**config.mk**
```make
export PLATFORM = sky130hd
export DESIGN_NAME = imem_loader
export DESIGN_NICKNAME = d
export VERILOG_FILES = /design/src/rtl/imem_loader_pkg.sv /design/src/rtl/imem_loader_byte_packer.sv /design/src/rtl/imem_loader.sv
export SDC_FILE = /design/constraint.sdc
export NUM_CORES = 1
export LEC_CHECK = 0
export BUFFER_PORTS_ARGS = -buffer_cell sky130_fd_sc_hd__buf_2
export CORE_UTILIZATION = 45
export DETAILED_ROUTE_END_ITERATION = 8
export GPL_TIMING_DRIVEN = 0
export PLACE_DENSITY = 0.71
export SYNTH_ARGS = -nofsm -noshare
export SYNTH_HDL_FRONTEND = slang
export SYNTH_SLANG_ARGS = --single-unit
```
**constraint.sdc**
```tcl
create_clock -name clk_i -period 3.8 [get_ports clk_i]
set_input_delay 0.19 -clock clk_i [delete_from_list [all_inputs] [get_ports clk_i]]
set_output_delay 0.19 -clock clk_i [all_outputs]
set_load 0.01 [all_outputs]
```
**src/rtl/imem_loader_pkg.sv**
```systemverilog
// imem_loader_pkg: shared state encoding and framing constants for the instruction memory loader.
package imem_loader_pkg;
   typedef enum logic [2:0] {IDLE, LEN, DATA, CKSUM, DONE, ERR} state_t;
   localparam int LEN_BYTES      = 4;
   localparam int BYTES_PER_WORD = 4;
endpackage

```
**src/rtl/imem_loader_byte_packer.sv**
```systemverilog
// byte_packer: assembles little-endian 32-bit words from accepted bytes.
// word_o is the word as it would complete with the current byte; word_valid_o marks the 4th byte.
module byte_packer
   import imem_loader_pkg::*;
(
   input  logic        clk_i,
   input  logic        rst_i,
   input  logic        clr_i,
   input  logic        en_i,
   input  logic [7:0]  byte_i,
   output logic        word_valid_o,
   output logic [31:0] word_o
);
   localparam int CW = $clog2(BYTES_PER_WORD);
   logic [CW-1:0] r_cnt;
   logic [23:0]   r_sr;
   assign word_o       = {byte_i, r_sr};
   assign word_valid_o = en_i && (r_cnt == CW'(BYTES_PER_WORD - 1));
   always_ff @(posedge clk_i) begin
      if (rst_i || clr_i) begin
         r_cnt <= '0;
         r_sr  <= '0;
      end else if (en_i) begin
         r_cnt <= r_cnt + CW'(1);
         r_sr  <= word_o[31:8];
      end
   end
endmodule

```
**src/rtl/imem_loader.sv**
```systemverilog
// imem_loader: boot-time byte-stream to instruction-memory writer; holds the core in reset until loaded.
// Optional trailing checksum word enabled by defining IMEM_LOADER_CKSUM_EN.
module imem_loader
   import imem_loader_pkg::*;
#(
   parameter int DW             = 32,
   parameter int MEM_SIZE_IN_KB = 1,
   parameter int NO_OF_REGS     = MEM_SIZE_IN_KB * 1024 / 4,
   parameter int ADDRW          = $clog2(NO_OF_REGS)
) (
   input  logic             clk_i,
   input  logic             rst_i,
   input  logic             start_i,
   input  logic             byte_valid_i,
   input  logic [7:0]       byte_data_i,
   output logic             byte_ready_o,
   output logic             imem_we_o,
   output logic [ADDRW-1:0] imem_waddr_o,
   output logic [DW-1:0]    imem_wdata_o,
   output logic             core_rst_o,
   output logic             busy_o,
   output logic             done_o,
   output logic             err_o
);
`ifdef IMEM_LOADER_CKSUM_EN
   localparam state_t AFTER_DATA = CKSUM;
`else
   localparam state_t AFTER_DATA = DONE;
`endif
   state_t           r_state, w_next;
   logic             w_acc, w_start, w_wv, w_wr, w_last;
   logic [31:0]      w_word;
   logic [ADDRW-1:0] r_wcnt;
   logic [ADDRW:0]   r_n;
   logic             r_we, r_core_rst;
   logic [ADDRW-1:0] r_waddr;
   logic [DW-1:0]    r_wdata;
`ifdef IMEM_LOADER_CKSUM_EN
   logic [31:0]      r_sum;
`endif
   assign byte_ready_o = r_state inside {LEN, DATA, CKSUM};
   assign busy_o       = byte_ready_o;
   assign done_o       = r_state == DONE;
   assign err_o        = r_state == ERR;
   assign imem_we_o    = r_we;
   assign imem_waddr_o = r_waddr;
   assign imem_wdata_o = r_wdata;
   assign core_rst_o   = r_core_rst;
   assign w_acc        = byte_valid_i && byte_ready_o;
   assign w_start      = start_i && (r_state inside {IDLE, DONE, ERR});
   assign w_wr         = (r_state == DATA) && w_wv;
   assign w_last       = {1'b0, r_wcnt} == r_n - (ADDRW + 1)'(1);
   byte_packer u_packer (
      .clk_i        (clk_i),
      .rst_i        (rst_i),
      .clr_i        (w_start),
      .en_i         (w_acc),
      .byte_i       (byte_data_i),
      .word_valid_o (w_wv),
      .word_o       (w_word)
   );
   always_comb begin
      w_next = r_state;
      case (r_state)
         IDLE:  w_next = start_i ? LEN : IDLE;
         LEN:   if (w_wv) w_next = (w_word == 32'd0) ? AFTER_DATA :
                                   (w_word > 32'(NO_OF_REGS)) ? ERR : DATA;
         DATA:  if (w_wv && w_last) w_next = AFTER_DATA;
`ifdef IMEM_LOADER_CKSUM_EN
         CKSUM: if (w_wv) w_next = (w_word == r_sum) ? DONE : ERR;
`endif
         DONE:  w_next = start_i ? LEN : DONE;
         ERR:   w_next = start_i ? LEN : ERR;
         default: w_next = IDLE;
      endcase
   end
   always_ff @(posedge clk_i) begin
      if (rst_i) begin
         r_state    <= IDLE;
         r_wcnt     <= '0;
         r_n        <= '0;
         r_we       <= 1'b0;
         r_waddr    <= '0;
         r_wdata    <= '0;
         r_core_rst <= 1'b1;
      end else begin
         r_state    <= w_next;
         r_we       <= w_wr;
         // release the core only once DONE has held for a cycle, so the last write has landed
         r_core_rst <= !(r_state == DONE && w_next == DONE);
         if (w_start)
            r_wcnt <= '0;
         else if (w_wr && !w_last)
            r_wcnt <= r_wcnt + ADDRW'(1);
         if (r_state == LEN && w_wv)
            r_n <= w_word[ADDRW:0];
         if (w_wr) begin
            r_waddr <= r_wcnt;
            r_wdata <= w_word;
         end
      end
   end
`ifdef IMEM_LOADER_CKSUM_EN
   always_ff @(posedge clk_i) begin
      if (rst_i || w_start)
         r_sum <= '0;
      else if (w_wr)
         r_sum <= r_sum + w_word;
   end
`endif
endmodule

```
==> results.py <==
metrics = {
    "outcome": {
        "status": "finished, final reports clean",
    },
    "logic_synthesis": {
        "synth_nets": 478,
        "avgSynthCellArea_sq_um": 7.958,
        "ys_ff_latch": 88,
        "syn-cell-area_sq_mm": 0.003685,
        "async_reset_ff_share_pct": 0,
        "synth-main-ff-cell": "dfxtp_1",
        "synth_edf_count": 0,
        "synth.distinct_cells": 46,
        "yosysWarnings": 0,
        "yosysSeqAreaShare_pct": 47.81,
        "synthCells": 463,
    },
    "setup_path": {
        "crit_path_max_fanout": 9,
        "cp_data_arrival_time_ns": 2.66,
        "start_kind": "register",
        "critical_path_class": "reg -> reg",
        "cp-end-kind": "register",
        "critPathRequiredTime_ns": 4.03,
        "critPathMaxStageDelay_ns": 0.47,
        "rrSetupSlack_ns": 1.37,
        "cp_slowest_cell": "a211oi_4",
        "crit_chain": "buf_2 > inv_1 > ha_1 > clkbuf_2 > nand2b_1 > o211a_1 > o31a_1 > a211oi_4 > a211oi_1 > mux2i_1",
    },
    "routing": {
        "drt_pre_antenna_iters": 4,
        "ant_nets": 0,
        "routedWlPerCell_um": 13.50,
        "route.detailed.drc": 0,
        "first_iter_violations": 180,
        "vias": 3273,
        "routed_wl_um": 8588,
        "drt-vias-per-instance": 5.146,
    },
    "clocking": {
        "clockBufferDepth": 2,
        "clockRootBuffer": "clkbuf_8",
        "clkLatencyLatePin_ns": 0.35,
        "cts_hold_buf": 0,
        "clkTransAtPathRegs_ns": 0.08,
        "ctsHtreeMaxLevel": 3,
        "cts_resized": 0,
        "cts_buffers": 9,
        "clock-sinks": 88,
        "cts_setup_buffers": 0,
        "cts_tree": "built",
    },
    "power_and_ir_drop": {
        "seqPwrFrac_pct": 55.2,
        "p_switching_uw": 361.5,
        "power_density_mw_per_mm2": 391.3,
        "p_int_uw": 1323,
        "sw_frac_of_total_pct": 21.46,
        "p_clk_share_pct": 41.0,
        "combPwrFrac_pct": 3.9,
        "power.leakage_uw": 0.001580,
        "ir_drop_mv": 0.2472,
        "fin_total_pwr_uw": 1685,
    },
    "timing": {
        "post-route-min-period_ns": 2.429,
        "fin_skew_ns": 0.01030,
        "finalSetupViolCount": 0,
        "rsz0062_at_grt": "no",
        "finalCritPeriodShare_pct": 63.93,
        "hold_viol_final": 0,
        "slew_viol_final": 0,
        "setup_tns_ns": 0,
        "fmax_ghz": 0.4117,
        "slew_headroom_pct": 47.54,
        "worst_slew_pin_slew_ns": 0.7843,
    },
    "grt": {
        "grt_max_degree": 14,
        "grt_pass1_wl_um": 14010,
        "grt_pass1_vias": 3020,
        "grt_usage_pct": 20.62,
        "grt_overflow_total": 0,
        "antenna_found_initial": 0,
    },
    "placement": {
        "portBuffers": 57,
        "gp_congestion": 0.8244,
        "dp_hpwl_um": 6333,
    },
    "final_layout": {
        "nNetsFinal": 546,
        "layout_commonest_cell": "nand2_1",
        "fillers": 755,
        "regArea_sq_mm": 0.001762,
        "final_cell_mix": "151 x nand2_1, 88 x dfxtp_1, 72 x a21oi_1",
        "multiInputGateArea_sq_mm": 0.001788,
        "area_growth_pct": 16.84,
        "diodes": 0,
        "drive_gt1_share_pct": 15.54,
    },
    "floorplan": {
        "die_area_sq_mm": 0.008554,
        "floorplan.initialDensity_pct": 47.20,
        "num_rows": 32,
        "fp.dieW_um": 92.49,
        "die_y_um": 92.49,
        "design.core.area_sq_mm": 0.007807,
        "io_pins": 58,
    },
    "job": {
        "drv_cap": 0,
    },
    "min_path": {
        "hp-class": "in -> reg",
    },
}
[per-stage QoR]
stage	cells	utilization [%]	hold slack [ns]	instance area, sq um	setup slack, ns
3_3_place_gp	622	52.48	0.4418	4098	1.440
5_1_grt	636	55.14	0.09273	4305	1.204
2_1_floorplan	463	-	0.2900	3685	1.644
6_report	636	55.14	0.09282	4305	1.371
3_5_place_dp	622	52.48	0.4463	4098	1.390
4_1_cts	636	55.14	0.07901	4305	1.352
[worst paths after layout]
kind / from / to / depth (start not counted)
max reg2reg: r_n[0] / r_wcnt[5] / 10
min: byte_data_i[2] / imem_wdata_o[26] / 3
min reg2reg: imem_wdata_o[29] / imem_wdata_o[29] / 2
max: r_n[0] / r_wcnt[5] / 10
[Yosys cell counts, types with 4 or more instances]
| master | count | area (sq um) |
|---|---|---|
| a21oi_1 | 72 | 360.4 |
| clkbuf_1 | 26 | 97.59 |
| dfxtp_1 | 88 | 1762 |
| mux2i_1 | 17 | 170.2 |
| nand2_1 | 151 | 566.8 |
| nand2b_1 | 12 | 75.07 |
| nand3_1 | 4 | 20.02 |
| nand4_1 | 5 | 31.28 |
| nor2_1 | 21 | 78.83 |
| nor3_1 | 5 | 25.02 |
| nor4_1 | 8 | 50.05 |
| xnor2_1 | 7 | 61.31 |
[state kept, by name, indices dropped and copies added, names as in the netlist]
register / cells
core_rst_o: 1
imem_waddr_o: 8
imem_wdata_o: 32
imem_we_o: 1
r_n: 9
r_state: 3
r_wcnt: 8
u_packer.r_cnt: 2
u_packer.r_sr: 24
[layer usage]
layer  track usage [%]  wire (um)  share of wire [%]
met5                 0          0                  0
met4             8.203        115                1.3
met3             3.777        364                4.2
met2             34.26       4162                 48
met1             26.36       3945                 46
[critical path: cells and delay by family, from the launching register on]
kind            cells  cell delay, ns
compound gates      4            1.05
buf+inv             3            0.40
flops               1            0.31
fa+ha+maj           1            0.18
simple gates        1            0.18
mux                 1            0.17
[area by class of cell]
cell class              count  area share (%)
well taps                 102           2.964
clock inverters             4           1.627
flip-flops and latches     88           40.92
inverters                   3          0.2616
multi-input cells         341           41.53
repair buffers             57           6.626
clock buffers              10           3.197
plain buffers              31           2.877
[logic make-up (layout without fill, tap and decap cells)]
family / after synthesis / after routing / share of synthesized area, %
AO/OA/AOI/OAI: 91 / 91 / 14.33
XOR/XNOR: 10 / 10 / 2.377
adder cells (fa/ha/maj): 3 / 3 / 1.019
buffers and inverters: 34 / 105 / 3.667
flip-flops: 88 / 88 / 47.81
multiplexers: 17 / 17 / 4.618
AND/OR/NAND/NOR: 220 / 220 / 26.18
[power groups by stage]
stage	clock (uW)	sequential, uW	combinational [uW]
final	690	929	65.5
after global routing	741	930	72.8
after CTS	703	929	65.9
after detailed placement	0	951	65.6
after global placement	0	951	63.9
after floorplan	0	950	41.4
Power figures use the tool's default switching activity.
